### config.mk
export PLATFORM = sky130hd
export DESIGN_NAME = seg_scan_ctrl
export DESIGN_NICKNAME = d
export VERILOG_FILES = /design/src/rtl/seg_scan_ctrl.sv
export SDC_FILE = /design/constraint.sdc
export NUM_CORES = 1
export LEC_CHECK = 0
export ABC_CLOCK_PERIOD_IN_PS = 3300
export BUFFER_PORTS_ARGS = -buffer_cell sky130_fd_sc_hd__buf_4
export CAP_MARGIN = 10
export CORE_MARGIN = 1.5
export CORE_UTILIZATION = 58
export DETAILED_ROUTE_END_ITERATION = 7
export PLACE_DENSITY = 0.79
export REMOVE_ABC_BUFFERS = 1
export SYNTH_ARGS = -nofsm -noshare
export SYNTH_HDL_FRONTEND = slang
export SYNTH_SLANG_ARGS = --single-unit
### constraint.sdc
create_clock -name clk -period 3.3 [get_ports clk]
set_clock_uncertainty 0.2 [all_clocks]
set_input_delay 0.66 -clock clk [delete_from_list [all_inputs] [get_ports clk]]
set_output_delay 0.66 -clock clk [all_outputs]
set_load 0.05 [all_outputs]
### src/rtl/seg_scan_ctrl.sv
// seg_scan_ctrl: time-multiplexed 7-segment scan with frame double-buffering, zero suppression and minus placement
module seg_scan_ctrl #(
   parameter int NDIG           = 4,
   parameter int SCAN_DIV       = 50000,
   parameter int BLANK_CYC      = 16,
   parameter bit DIG_ACTIVE_LOW = 1'b1
) (
   input  logic              clk,
   input  logic              rst_n,
   input  logic              wr_valid,
   output logic              wr_ready,
   input  logic [6*NDIG-1:0] wr_codes,
   input  logic [NDIG-1:0]   wr_dp,
   input  logic              wr_neg,
   input  logic              lz_sup,
   output logic [5:0]        num,
   output logic [NDIG-1:0]   dig_sel,
   output logic              frame_tick,
   output logic              ovf
);
   localparam int IW = $clog2(NDIG);
   localparam int CW = $clog2(SCAN_DIV);
   typedef enum logic {BLANK, SHOW} state_t;
   state_t state;
   logic [IW-1:0] idx, nidx, msd, pos;
   logic [CW-1:0] cnt;
   logic [NDIG-1:0] sel;
   logic [NDIG-1:0][5:0] enc_code, pend_code, act_code;
   logic [NDIG-1:0] enc_blank, pend_blank, act_blank;
   logic enc_ovf, pend_ovf, act_ovf, pend_full, sup, found, lead, xfer;
   logic [5:0] v;
   assign wr_ready = !pend_full;
   assign ovf = act_ovf;
   assign xfer = frame_tick && pend_full;
   assign nidx = (idx == IW'(NDIG - 1)) ? '0 : idx + 1'b1;
   assign dig_sel = DIG_ACTIVE_LOW ? ~sel : sel;
   // Encode the incoming frame: code+dp, blanking, leading-zero suppression from the top, then the minus sign
   always_comb begin
      enc_code = '0;
      enc_blank = '0;
      enc_ovf = 1'b0;
      sup = lz_sup;
      found = 1'b0;
      msd = '0;
      v = '0;
      lead = 1'b0;
      for (int i = NDIG - 1; i >= 0; i--) begin
         v = wr_codes[6*i +: 6];
         lead = sup && v == 6'd0 && !wr_dp[i] && i != 0;
         sup = lead;
         enc_code[i] = v + (wr_dp[i] ? 6'd16 : 6'd0);
         enc_blank[i] = lead || v > 6'd9;
         if (!enc_blank[i] && !found) begin
            found = 1'b1;
            msd = IW'(i);
         end
      end
      pos = (msd == IW'(NDIG - 1) || !found) ? msd : msd + 1'b1;
      if (wr_neg) begin
         enc_code[pos] = 6'd10;
         enc_blank[pos] = 1'b0;
         enc_ovf = found && msd == IW'(NDIG - 1);
      end
   end
   // Pending buffer takes one frame per handshake and drains into the active buffer only at the frame boundary
   always_ff @(posedge clk or negedge rst_n) begin
      if (!rst_n) begin
         pend_code <= '0;
         pend_blank <= '1;
         pend_ovf <= 1'b0;
         pend_full <= 1'b0;
         act_code <= '0;
         act_blank <= '1;
         act_ovf <= 1'b0;
      end else if (xfer) begin
         act_code <= pend_code;
         act_blank <= pend_blank;
         act_ovf <= pend_ovf;
         pend_full <= 1'b0;
      end else if (wr_valid && !pend_full) begin
         pend_code <= enc_code;
         pend_blank <= enc_blank;
         pend_ovf <= enc_ovf;
         pend_full <= 1'b1;
      end
   end
   // Slot sequencer: dead time then show; num is loaded on slot entry, taking the fresh frame at the wrap
   always_ff @(posedge clk or negedge rst_n) begin
      if (!rst_n) begin
         state <= BLANK;
         idx <= '0;
         cnt <= '0;
         num <= '0;
         sel <= '0;
         frame_tick <= 1'b0;
      end else begin
         frame_tick <= idx == IW'(NDIG - 1) && cnt == CW'(SCAN_DIV - 2);
         if (cnt == CW'(SCAN_DIV - 1)) begin
            cnt <= '0;
            idx <= nidx;
            state <= BLANK;
            sel <= '0;
            num <= xfer ? pend_code[nidx] : act_code[nidx];
         end else begin
            cnt <= cnt + 1'b1;
            if (state == BLANK && cnt == CW'(BLANK_CYC - 1)) begin
               state <= SHOW;
               sel <= act_blank[idx] ? '0 : NDIG'(1) << idx;
            end
         end
      end
   end
endmodule

Yosys cells after proc, flatten, opt, wreduce, memory -nomap -nowiden
Cells that the tools add are included.

Bits in registers: 89. Bits of input ports: 33. Output and inout bits: 13. Word-level logic and storage cells: 119.

Add/sub/neg operators: 7. Order comparisons: 8. Eq/ne operators: 5. Shift operators: 1. Multiplexer cells: 36. Bitwise operators: 8. Reduce and logical (&&, ||, !) cells: 35.

Operator list (number): 16-bit equality test, second input constant (2); 6-bit by 5-bit adder with 6-bit output (4); 6-bit binary-select mux with 2-bit select (2); 6-bit by 4-bit > comparator with 1-bit output, second input constant (4); 24-bit two-way mux (1); 6-bit two-way mux (4); 5-bit two-way mux (4); 6-bit zero test (3); 16-bit by 1-bit adder with 16-bit output, second input constant (1); 16-bit bitwise AND (1); 16-bit by 4-bit equality test with 1-bit output, second input constant (1); 16-bit two-way mux (1); 4-bit two-way mux (4); 16-bit NOT (1); 1-bit logical AND (15); 6-bit demux with 2-bit select (1); 2-bit two-way mux (6); 1-bit two-way mux (11); 1-bit zero test (10); 2-bit by 3-bit less-than comparator with 1-bit output, second input constant (3); 4-bit NOT (2); 8-bit bitwise OR (1); 2-bit by 1-bit adder with 2-bit output, second input constant (2); 4-bit bitwise AND (1); 9 further kinds (15).

Depth between registers and ports, before layout
Depth in word-level cells: 25. Gate-level depth with buffers: 8. Mapped depth without buffers: 6.

Worst setup path after synthesis
No wires, ideal clock.

Kind: input -> register. Start point: input port wr_codes[23]. End point: register pend_code[12] (netlist bit). Library setup time: 0.140 ns. Data arrival time: 2.263 ns. Required time: 2.960 ns. Slack: 0.697 ns. Stages: 5. Path buffers: 0. Path through: or4_4 nor4_4 o211ai_2 a211oi_2 o21ai_0.

Word-level cells in the longest chain between the ends: 25. Elaborated cells on any way between the ends: 39. Classes of those cells: add/sub: 1; order compare: 3; eq/ne: 1; mux: 12; bitwise: 2; reduce/logical: 20.

RTL lines: start: declaration (line 12) `input logic [6*NDIG-1:0] wr_codes,`; branches (longest 17 deep; another with 6-bit by 4-bit > comparator with 1-bit output); 2-bit two-way mux * (line 58) `pos = (msd == IW'(NDIG - 1) || !found) ? msd : msd + 1'b1;`; 2-bit by 3-bit less-than comparator with 1-bit output (implied by the code) / 2-bit by 1-bit >= comparator with 1-bit output (equally long branches) (line 60) `enc_code[pos] = 6'd10;`; 1-bit logical AND (implied by the code) (line 60); 6-bit two-way mux (implied by the code) (line 60); 6-bit demux with 2-bit select * (line 60); 16-bit NOT (no source line) *; 16-bit bitwise AND (no source line) *; 24-bit two-way mux * (line 59) `if (wr_neg) begin`; end signal: assignment (line 81) `pend_code <= enc_code;`; end: declaration (line 28) `logic [NDIG-1:0][5:0] enc_code, pend_code, act_code;`.

Every way passes the cells marked *. A chain may end at the register's enable or synchronous reset.

Final worst setup path
Start point: input port wr_codes[23]. End point: register pend_code[14] (netlist bit).

Same word-level chain as after synthesis.

==> key figures <==
Run status
  • Status: finished clean

Layout
  • Synthesis-to-finish area growth: 15.9%
  • Filler Cell Count: 499
  • Share of layout cells above drive strength 1: 32.2%
  • Final cell area excluding filler cells: 0.00491 mm2
  • Antenna cells: 0
  • Post-layout utilization of the core: 70.8%
  • Layout Cells excl Fill: 515
  • Nets: 457

Pwr
  • Tot Pwr: 2.00 mW
  • Power per cell area: 406 mW/mm2
  • Switching pwr: 479 uW
  • Clk network pwr share: 38.0%
  • Maximum VDD drop: 0.269 mV
  • Reg power frac: 56.0%
  • Internal: 1.52 mW
  • Leak: 2.35 nW
  • Power share of the combinational group: 6.0%
  • Switch share: 24.0%

Clock tree
  • Clk slew on worst S/H paths: 0.09 ns
  • CTS H-Tree Depth: 3
  • CTS root buf: clkbuf_8
  • Post-CTS Resized: 0
  • Worst skew pair latency: 0.36 ns
  • Setup repair bufs after CTS: 0
  • Clock sinks: 89
  • Clock buffer depth: 2
  • CTS tree: yes
  • Total CTS buffers: 9
  • Hold_buf cts: 0

Min path
  • Hold Path Class: in -> async

Timing
  • Worst-Margin Slew: 0.859 ns
  • Fmax: 0.385 GHz
  • Final cycle utilization of the critical path: 78.8%
  • Total Neg Setup Slack: 0 ns
  • Final hold vios: 0
  • Tmin final: 2.60 ns
  • Setup ws final: 0.701 ns
  • Slew margin rel.: 42.6%
  • Finish-stage setup viols: 0
  • Hold Slack: 0.155 ns
  • Unrepaired setup endpoints after global routing: no
  • Final Slew Violations: 0

Route
  • Remaining DRCs: 0
  • Per-cell routed wire length: 16.6 um
  • Via density per instance: 5.74
  • Routed WL: 8560 um
  • DR vias: 2955
  • Iter 0 DRT Violations: 154
  • 1st-pass router iterations: 5
  • Detail Route Antenna Nets: 0

Floorplan
  • Num rows: 30
  • Die width: 88.5 um
  • Die ar.: 0.00783 mm2
  • IO Pins: 46
  • Die Ht: 88.5 um
  • Core Footprint: 0.00694 mm2
  • Initial core utilization: 61.0%

Yosys
  • Mapped Cells: 364
  • Register area share after synthesis: 52.8%
  • Post-synthesis async set-or-reset flop share: 100%
  • Synthesized flop and latch total: 89
  • Syn_area_per_cell: 11.6 um2
  • Synth cell types: 42
  • Top FF cell, synth: dfrtp_1
  • Synth Warn #: 0
  • Post-synth EDFFs: 0
  • Post-Syn Area: 0.00424 mm2

Global routing
  • First-pass GRT wire length: 14000 um
  • Initial antenna violation count: 0
  • Total track usage: 24.3%
  • Vias in the first global route: 2839
  • Largest net degree at the start of global routing: 58
  • GRT overflow: 0

Worst setup path
  • WP data arrival: 2.62 ns
  • CP startpoint kind: primary input
  • CP Class: in -> reg
  • Worst Path Required: 3.32 ns
  • Nature of the critical path endpoint: flop
  • Critical Path Fanout Max: 7
  • R2R cell count: 6

Placement
  • Pre-CTS WS: 0.335 ns
  • Final GP Congestion: 0.971
  • Dpl cells: 499
  • Number of port buffers: 45
  • Placed wire-length estimate: 6240 um
  • Placed cell areas: 0.00471 mm2

Flow run
  • Max Cap Violations: 0
layer usage:
metal	vias up	share of wire (%)	track usage, %	wire length [um]
met4	0	1.7	11.2	146
met5	-	0	0	0
met3	11	5.0	4.38	428
li1	1395	-	-	-
met1	1475	44	32.3	3740
met2	74	50	39.3	4240
cells in the final DEF, fill, tap and decap left out, types with 8 or more instances in the layout:
cell type / instances
dfrtp_1: 81
o31ai_1: 8
inv_1: 10
a21oi_1: 8
mux4_2: 13
nor2_1: 31
ha_1: 10
buf_4: 52
xnor2_1: 9
o21ai_0: 23
mux2_2: 29
dfstp_2: 8
clkbuf_8: 9
nand2_1: 53
cells by family after synthesis:
family | after synthesis | share of synthesized area [%]
and+or+nand+nor | 121 | 13.6
DFF | 89 | 52.8
AOI/OAI and AO/OA | 55 | 8.89
muxes | 49 | 16.3
buffers and inverters | 24 | 2.21
xor gates and xnor gates | 16 | 3.31
adders and majority gates | 10 | 2.95
flip-flops by register name, summed over array words and instances, names as in the netlist, 2 cells and up:
| signal | cells |
|---|---|
| act_code | 24 |
| pend_code | 24 |
| cnt | 16 |
| num | 6 |
| act_blank | 4 |
| pend_blank | 4 |
| sel | 4 |
| idx | 2 |
layout make-up:
type	count	area, um2	area share, %
clock inverters	7	77.6	1.58
repair buffers	53	410	8.35
multi-input cells	251	1910	38.8
flip-flops and latches	89	2240	45.5
clock buffers	9	124	2.52
inverters	10	37.5	0.764
well taps	96	120	2.44
synth_stat cells, types with 4 or more instances:
master     n  area, um2
xnor2_1    9       78.8
nand3_1    6       30.0
o31ai_1    8       60.1
mux2i_1    7       70.1
clkbuf_1  10       37.5
xor2_1     7       61.3
or2_2      7       43.8
dfstp_2    8        210
mux4_2    13        293
nor2_1    31        116
nor3_1     5       25.0
o21ai_0   23        115
ha_1      10        125
dfrtp_1   81       2030
o31a_1     6       52.6
mux2_2    29        327
a22o_1     4       35.0
nand2_1   53        199
nand4_1    4       25.0
a21oi_1    8       40.0
inv_1     10       37.5
critical path: stages:
cell      delay [ns]
buf_4           0.12
or4_4           0.54
nor4_4          0.40
o211ai_2        0.23
a211oi_2        0.50
o21ai_0         0.17
path summary, 6_finish.rpt:
check | from | to | slack [ns]
setup / recovery | wr_codes[23] | pend_code[14] | 0.70
hold / removal | rst_n | cnt[2] | 0.15
setup reg to reg | cnt[11] | cnt[15] | 0.73
hold reg to reg | pend_blank[2] | pend_blank[2] | 0.28
max in group asynchronous | rst_n | act_code[9] | 2.12
min in group clk | pend_blank[2] | pend_blank[2] | 0.28
power by group through the flow:
stage	clock [mW]	sequential, mW	combinational (mW)
final	0.758	1.12	0.121
after CTS	0.773	1.12	0.123
after global placement	0	1.14	0.119
after floorplan	0	1.13	0.0467
after detailed placement	0	1.14	0.122
after global routing	0.819	1.12	0.134
Power figures use the tool's default switching activity.
